File: config.mk
export PLATFORM = sky130hd
export DESIGN_NAME = switch_power_traffic_gen
export DESIGN_NICKNAME = d
export VERILOG_FILES = /design/src/rtl/switch_power_traffic_gen.sv
export SDC_FILE = /design/constraint.sdc
export NUM_CORES = 1
export LEC_CHECK = 0
export ABC_AREA = 1
export CAP_MARGIN = 10
export CORE_UTILIZATION = 54
export CTS_CLUSTER_DIAMETER = 30
export CTS_CLUSTER_SIZE = 16
export DETAILED_ROUTE_END_ITERATION = 7
export PLACE_DENSITY = 0.85
export SLEW_MARGIN = 20
export SYNTH_ARGS = -nofsm -noshare
export SYNTH_HDL_FRONTEND = slang
export SYNTH_SLANG_ARGS = --single-unit
File: constraint.sdc
create_clock -name clk -period 2.65 [get_ports clk]
set_input_delay 0.53 -clock clk [delete_from_list [all_inputs] [get_ports clk]]
set_output_delay 0.53 -clock clk [all_outputs]
set_load 0.05 [all_outputs]
File: src/rtl/switch_power_traffic_gen.sv
// switch_power_traffic_gen
// Synthetic traffic source for one switch input port. A small FSM builds
// header/payload/tail packets and writes them into a circular output buffer.
// The buffer drains toward the switch using one of two flow-control schemes:
// stall/go, or ack/nack with replay of unacknowledged flits.
//
// Ports:
//   clk, rst      - clock and synchronous active-high reset
//   ID            - index of the source port; seeds the packet target
//   FLIT_out      - flit at the buffer read pointer
//   VALID_out     - FLIT_out is valid this cycle
//   FWDAUX1_out   - replay marker (ack/nack only)
//   BWDAUX1_in    - stall (stall/go) or ack/nack value (ack/nack)
//   BWDAUX2_in    - ack/nack response valid
//   BWDAUX3_in    - unused
//   done          - the requested number of packets has been written

`ifndef IDLE
`define IDLE 0
`endif
`ifndef THROUGH
`define THROUGH 1
`endif
`ifndef CONGESTION
`define CONGESTION 2
`endif
`ifndef NOARBITRATION
`define NOARBITRATION 3
`endif
`ifndef ROTATE
`define ROTATE 4
`endif

module switch_power_traffic_gen #(
  parameter int FLITWIDTH        = 32,
  parameter int NUMBEROUTPUTS    = 4,
  parameter int LOGNUMBEROUTPUTS = 2,
  parameter int LOGNUMBERINPUTS  = 2,
  parameter int DEPTH            = 4,
  parameter int LOGDEPTH         = 2,
  parameter int PAYLOADFLITS     = 1,
  parameter int NUMPACKETS       = 0,
  parameter int INJECTGAP        = 0,
  parameter int FLOWCONTROL      = 0,
  parameter int TESTINGMODE      = `ROTATE,
  parameter int ENTROPYBITS      = 4
) (
  input  logic                       clk,
  input  logic                       rst,
  input  logic [LOGNUMBERINPUTS-1:0] ID,
  output logic [FLITWIDTH-1:0]       FLIT_out,
  output logic                       VALID_out,
  output logic                       FWDAUX1_out,
  input  logic                       BWDAUX1_in,
  input  logic                       BWDAUX2_in,
  input  logic                       BWDAUX3_in,
  output logic                       done
);

  localparam int CW   = FLITWIDTH - 3;
  localparam int TW   = LOGNUMBEROUTPUTS;
  localparam int CNTW = LOGDEPTH + 1;
  localparam logic [CW-1:0] ENT_MASK = {CW{1'b1}} >> (CW - ENTROPYBITS);

  typedef enum logic [2:0] {IDLE, HEADER, PAYLOAD, TAIL, GAP, DONE} state_t;

  state_t                state;
  logic [CW-1:0]         content;
  logic [TW-1:0]         target;
  logic [TW-1:0]         init_target;
  logic [7:0]            pay_cnt;
  logic [7:0]            gap_cnt;
  logic [31:0]           pkt_cnt;
  logic [FLITWIDTH-1:0]  mem [DEPTH];
  logic [LOGDEPTH-1:0]   wr_ptr;
  logic [LOGDEPTH-1:0]   rd_ptr;
  logic [LOGDEPTH-1:0]   ack_ptr;
  logic [CNTW-1:0]       count;
  logic                  replay;
  logic [31:0]           id_ext;
  logic                  id_ok;
  logic                  full;
  logic                  wr_en;
  logic                  rel_en;
  logic                  adv;
  logic                  nack;
  logic [FLITWIDTH-1:0]  wr_flit;
  logic                  unused;

  assign unused = BWDAUX3_in;

  assign id_ext = 32'(ID);
  assign id_ok  = id_ext < 32'(NUMBEROUTPUTS);
  // Invalid source ports and the no-arbitration mode always aim at output 0.
  assign init_target = (TESTINGMODE == `NOARBITRATION || !id_ok) ? '0 : id_ext[TW-1:0];

  assign full  = (count == CNTW'(DEPTH));
  assign wr_en = (state == HEADER || state == PAYLOAD || state == TAIL) && !full;

  always_comb begin
    wr_flit = {content, 3'b000};
    case (state)
      HEADER:  wr_flit = {content[FLITWIDTH-LOGNUMBEROUTPUTS-4:0], target, 3'b011};
      PAYLOAD: wr_flit = {content, 3'b010};
      default: ;
    endcase
  end

  // Release/advance decisions. In ack/nack mode the read pointer runs ahead
  // of the ack pointer; a nack rewinds it and wins over a normal advance.
  always_comb begin
    rel_en = 1'b0;
    nack   = 1'b0;
    adv    = 1'b0;
    if (FLOWCONTROL == 0) begin
      rel_en = VALID_out && !BWDAUX1_in;
      adv    = rel_en;
    end else begin
      rel_en = BWDAUX2_in && BWDAUX1_in && (count != '0);
      nack   = BWDAUX2_in && !BWDAUX1_in;
      adv    = VALID_out && !nack;
    end
  end

  // Outputs come straight from registers so no input reaches them combinationally.
  assign VALID_out   = (FLOWCONTROL == 0) ? (count != '0) : ((rd_ptr != wr_ptr) || replay);
  assign FLIT_out    = mem[rd_ptr];
  assign FWDAUX1_out = replay;

  always_ff @(posedge clk) begin
    if (rst) begin
      for (int i = 0; i < DEPTH; i++) mem[i] <= '0;
      wr_ptr  <= '0;
      rd_ptr  <= '0;
      ack_ptr <= '0;
      count   <= '0;
      replay  <= 1'b0;
    end else begin
      if (wr_en) begin
        mem[wr_ptr] <= wr_flit;
        wr_ptr      <= wr_ptr + LOGDEPTH'(1);
      end
      if (nack)     rd_ptr <= ack_ptr;
      else if (adv) rd_ptr <= rd_ptr + LOGDEPTH'(1);
      if (rel_en)   ack_ptr <= ack_ptr + LOGDEPTH'(1);
      replay <= nack;
      count  <= count + CNTW'(wr_en) - CNTW'(rel_en);
    end
  end

  // Packet generator. content toggles every cycle regardless of state so the
  // flit data always carries switching activity.
  always_ff @(posedge clk) begin
    if (rst) begin
      state   <= IDLE;
      content <= '0;
      target  <= init_target;
      pay_cnt <= '0;
      gap_cnt <= '0;
      pkt_cnt <= '0;
      done    <= 1'b0;
    end else begin
      content <= content ^ ENT_MASK;
      case (state)
        IDLE: begin
          if (TESTINGMODE != `IDLE && id_ok) state <= HEADER;
        end
        HEADER: begin
          if (!full) begin
            pay_cnt <= '0;
            state   <= (PAYLOADFLITS == 0) ? TAIL : PAYLOAD;
          end
        end
        PAYLOAD: begin
          if (!full) begin
            pay_cnt <= pay_cnt + 8'd1;
            if (pay_cnt == 8'(PAYLOADFLITS - 1)) state <= TAIL;
          end
        end
        TAIL: begin
          if (!full) begin
            pkt_cnt <= pkt_cnt + 32'd1;
            if (TESTINGMODE == `ROTATE)
              target <= (target == TW'(NUMBEROUTPUTS - 1)) ? '0 : target + TW'(1);
            if (NUMPACKETS != 0 && pkt_cnt == 32'(NUMPACKETS - 1)) begin
              state <= DONE;
              done  <= 1'b1;
            end else if (INJECTGAP > 0) begin
              gap_cnt <= '0;
              state   <= GAP;
            end else begin
              state <= HEADER;
            end
          end
        end
        GAP: begin
          gap_cnt <= gap_cnt + 8'd1;
          if (gap_cnt == 8'(INJECTGAP - 1)) state <= HEADER;
        end
        DONE: done <= 1'b1;
        default: state <= IDLE;
      endcase
    end
  end

endmodule

# --- Word-level counts from Yosys, hierarchy flattened ---
# Memory sizes are Yosys's and may differ from the RTL's. A register that Yosys moved wholly into a read port is not among the register bits.
# Index checks and enable logic that the tools add are counted.
totals:
  ff_bits: 33
  ram_bits: 36
  in_bits: 7
  out_inout_bits: 35
  n_memories: 1
mem_list:
  columns: ["memory", "depth", "width", "rd", "rd_ports_with_merged_regs", "wr", "line_no", "text"]
  rows:
  - ["mem", 4, 9, 1, 1, 4, "74", "logic [FLITWIDTH-1:0] mem [DEPTH];"]
classes:
  n_addsub: 7
  order_cmp: 1
  n_eq_ne: 15
  mux: 26
  n_bitwise: 2
  reduce_logical: 15
op_table:
  columns: ["cell", "count"]
  rows:
  - ["3-bit two-way mux", 6]
  - ["3-bit case mux with 6 select lines", 1]
  - ["9-bit case mux with 2 select lines", 1]
  - ["8-bit by 1-bit adder with 8-bit output, second input constant", 2]
  - ["2-bit two-way mux", 8]
  - ["8-bit two-way mux", 2]
  - ["8-bit case mux with 2 select lines", 1]
  - ["2-bit != test, second input constant", 6]
  - ["3-bit equality test, second input constant", 3]
  - ["9-bit two-way mux", 1]
  - ["9-bit OR reduction", 1]
  - ["8-bit equality test, second input constant", 1]
  - ["8-bit logical NOT", 1]
  - ["7-bit AND reduction", 1]
  - ["2-bit by 1-bit adder with 2-bit output, second input constant", 3]
  - ["3-bit by 2-bit equality test with 1-bit output, second input constant", 2]
  - ["1-bit two-way mux", 6]
  - ["4-bit NOT", 1]
  - ["2-bit nonzero test", 2]
  - ["3-bit by 1-bit adder with 3-bit output", 1]
  - ["3-bit by 1-bit equality test with 1-bit output, second input constant", 1]
  - ["3-bit logical NOT", 1]
  - ["2-bit by 3-bit < comparator with 1-bit output, second input constant", 1]
  - ["3-bit AND reduction", 1]
  - ["9 further kinds", 12]

# --- Longest topological paths before layout ---
logic_depth:
  depth_word: 9
  depth_mapped: 12
  mapped_depth_nobuf: 12

# --- Least setup slack after synthesis ---
# OpenSTA, ideal clock, no wires.
synth_timing:
  path_type: "reg-to-reg"
  start: "reg state[0]"
  end: "reg count[2]"
  setup_ns: 0.119
  arrival_ns: 1.913
  required_time_ns: 2.531
  slack_ns: 0.618
  path_stages_with_launch: 12
  n_path_buf: 0
  path_cell_list: "dfxtp_1 > inv_1 > ha_1 > nor2_4 > inv_1 > ha_1 > inv_1 > ha_1 > inv_1 > fa_1 > o21ai_0 > a21oi_1"
synth_via:
  elab_chain_cells: 6
synth_lines:
  columns: ["element", "line_no", "text"]
  rows:
  - ["start, declared", "67", "state_t state;"]
  - ["start signal, assigned", "171", "state <= (PAYLOADFLITS == 0) ? TAIL : PAYLOAD;"]
  - ["3-bit by 1-bit equality test with 1-bit output / 3-bit by 2-bit equality test with 1-bit output (equally long branches)", "98", "assign wr_en = (state == HEADER || state == PAYLOAD || state == TAIL) && !full;"]
  - ["1-bit logical OR", "98", null]
  - ["1-bit logical OR *", "98", null]
  - ["1-bit logical AND *", "98", null]
  - ["3-bit by 1-bit adder with 3-bit output *", "147", "count <= count + CNTW'(wr_en) - CNTW'(rel_en);"]
  - ["3-bit by 1-bit subtractor with 3-bit output *", "147", null]
  - ["end signal, assigned", "147", null]
  - ["end, declared", "78", "logic [CNTW-1:0] count;"]
# Mark *: on every way between the ends. The rest lies on a longest branch, timed or not.
# A chain may end at the register's enable or synchronous reset.

# --- Worst setup path after layout ---
layout_timing:
  start: "reg count[1]"
  end: "out VALID_out"
layout_via:
  elab_chain_cells: 1
layout_lines:
  columns: ["element", "line_no", "text"]
  rows:
  - ["3-bit nonzero test", "126", "assign VALID_out = (FLOWCONTROL == 0) ? (count != '0) : ((rd_ptr != wr_ptr) || replay);"]
  - ["end, declared", "52", "output logic VALID_out,"]
# Every way passes these cells.

==> impl_metrics.tcl <==
set metrics [dict create \
    min_period_over_period_pct 85.55 \
    holdWs_ps 429.6 \
    synth_cell_types 28 \
    maxCapViolCount 0 \
    met2_usage_pct 36.44 \
    antenna_found_initial 0 \
    post_cts_buffers 0 \
    ctsRootBufferMaster "clkbuf_8" \
    globalplace.congestion 0.8844 \
    multi_input_area_mm2 0.001129 \
    cellPowerDensity_mw_per_mm2 1058 \
    dp_hpwl_um 3917 \
    p_switching_mw 1.399 \
    die-area_mm2 0.005558 \
    min_path_type "register to register" \
    grt_pass1_wl_um 8307 \
    dieHeight_um 74.56 \
    yosys.area_share.adder_pct 4.665 \
    final_max_slew_viol_count 0 \
    switching_share_pct 41.99 \
    cts_max_level 3 \
    synth_compound_area_share_pct 9.155 \
    core-area_mm2 0.005075 \
    outcome "completed" \
    dieWidth_um 74.56 \
    critical_path_required_ps 2120 \
    fillers 428 \
    postRouteAntennaNets 0 \
    grt_use_met3_pct 7.046 \
    cts_buffers 9 \
    rsz0062_at_grt "no" \
    place_area_mm2 0.002954 \
    ys_warn_count 0 \
    synth_area_leaders "edfxtp_1, dfxtp_1, nor2_1, buf_4, nand2_1" \
    critPathMaxFanout 4 \
    max_freq_mhz 441.1 \
    antenna_cells 0 \
    area_delta_synth_final_pct 10.83 \
    synth_top_family_by_area "simple AND/OR/NAND/NOR gates" \
    grt.overflow.total 0 \
    clockBufferDepth 2 \
    use_met1_pct 22.91 \
    nets 361 \
    cp.arrival_ps 1740 \
    path_clk_slew_ps 70 \
    setup_violations 0 \
    cts_hold_buffers 0 \
    p_int_mw 1.933 \
    fin_skew_ps 5.769 \
    synth_seq_area_share_pct 52.11 \
    portBuffers 13 \
    post-route-util_pct 62.08 \
    finalInstanceArea_mm2 0.003151 \
    worstSkewPairLatency_ps 330 \
    cts_sinks 57 \
    avgSynthCellArea_um2 8.856 \
    synth_top_area_share_pct 35.92 \
    synth-simple-area-share_pct 22.45 \
    setup_tns_ps 0 \
    p_leak_nw 1.325 \
    cts_tree "built" \
    regArea_mm2 0.001481 \
    vias 2044 \
    grt_pass1_vias 1867 \
    drt_wl_total_um 5268 \
    p_seq_share_pct 36.2 \
    synth-seq-cells 57 \
    wl_per_cell_um 12.57 \
    placementRows 26 \
    synth_xor_area_share_pct 0 \
    track_usage_pct 20.49 \
    firstDrtPassIters 4 \
    viasPerCell 4.878 \
    busiest_layer "met2" \
    worstSetupEndpointType "primary output" \
    clkPwrFrac_pct 24.1 \
    synthMuxAreaShare_pct 0 \
    drc 0 \
    yosys.area.top_type "edfxtp_1" \
    hold_viol 0 \
    initial_utilization_pct 56.02 \
    irDropWorstVdd_uv 409.2 \
    post_cts_resized 0 \
    place_ws_ps 347.3 \
    io-pin-count 42 \
    drtIter0Drc 152 \
    grt_max_degree 18 \
    critPathKind "register to primary output" \
    min_period_ps 2267 \
    combinationalPowerShare_pct 39.7 \
    worstSetupStartpointType "register" \
    synth_cells 321 \
    synthesis.area_mm2 0.002843 \
    drive_gt1_share_pct 11.75 \
    setup_slack_ps 383.0 \
]
layout by cell type (no fill, tap or decap), drive strengths merged:
cell type,instances
o31ai,1
o21ai,24
ha,9
inv,28
clkdlybuf4s50,5
o21bai,1
bufinv,1
conb,26
dfxtp,23
nand4,3
nand3,12
edfxtp,34
a22oi,4
fa,1
a21oi,9
buf,13
nor2,75
clkinv,3
clkinvlp,2
clkbuf,11
nand2,56
o22ai,8
state kept, by name (all words and copies together) (netlist names), named ones only:
signal and count:
content 4, count 3, mem 32, pay_cnt 8, rd_ptr 2, state 2
target 2, wr_ptr 2
Yosys cell counts:
cell type / number
o22ai_1: 8
clkbuf_1: 2
o21ai_0: 24
inv_1: 26
dfxtp_1: 23
conb_1: 1
clkinv_1: 1
o21bai_1: 1
nand3_2: 1
o31ai_1: 1
fa_1: 1
buf_4: 26
nand4_2: 1
nor2_4: 1
nand3_1: 11
nor2_1: 71
nand2_2: 2
a21oi_1: 9
a22oi_1: 4
ha_1: 9
nor2_8: 1
nand2_4: 3
nand2_1: 51
edfxtp_1: 34
nand4_1: 2
inv_2: 2
nor2_2: 2
buf_2: 3
cell families after synthesis:
group / after synthesis
buf+inv: 60
compound gates: 47
simple gates: 146
other cells: 1
fa+ha+maj: 10
flops: 57
critical path, cell delays in order (launching register included):
cell	delay, ps
dfxtp_1	410
nor2_1	110
nand2_1	80
clkdlybuf4s50_1	790
metal layers:
metal	vias to the layer above	wire length, µm
met1	950	2322
met5	-	0
met3	10	173
li1	1050	-
met4	0	74
met2	34	2698
worst paths after layout:
kind	endpoint	cells past startpoint	slack, ps	startpoint
setup / recovery	VALID_out	3	380	count[1]
hold / removal	content[1]	1	430	content[1]
setup reg to reg	count[2]	11	490	state[0]
hold reg to reg	content[1]	1	430	content[1]
cell type report:
class	instances	share of cell area (%)
Timing Repair Buffer	18	4.686
Sequential cell	57	47.02
Multi-Input combinational cell	229	35.82
Clock buffer	11	4.488
Inverter	29	3.455
Clock inverter	5	1.747
Tap cell	70	2.780
power by group through the flow:
stage	logic [mW]	registers, mW	clock network [mW]
after floorplan	1.05	1.20	0
after global placement	1.28	1.21	0
after detailed placement	1.32	1.23	0
after CTS	1.33	1.21	0.818
after global routing	1.46	1.22	0.862
final	1.32	1.21	0.804
through the flow:
step                      total power, mW  instances
after floorplan                     2.248        346
after global placement              2.498        403
after detailed placement            2.547        403
after CTS                           3.354        419
after global routing                3.547        419
final                               3.332        419
Power figures use the tool's default switching activity.
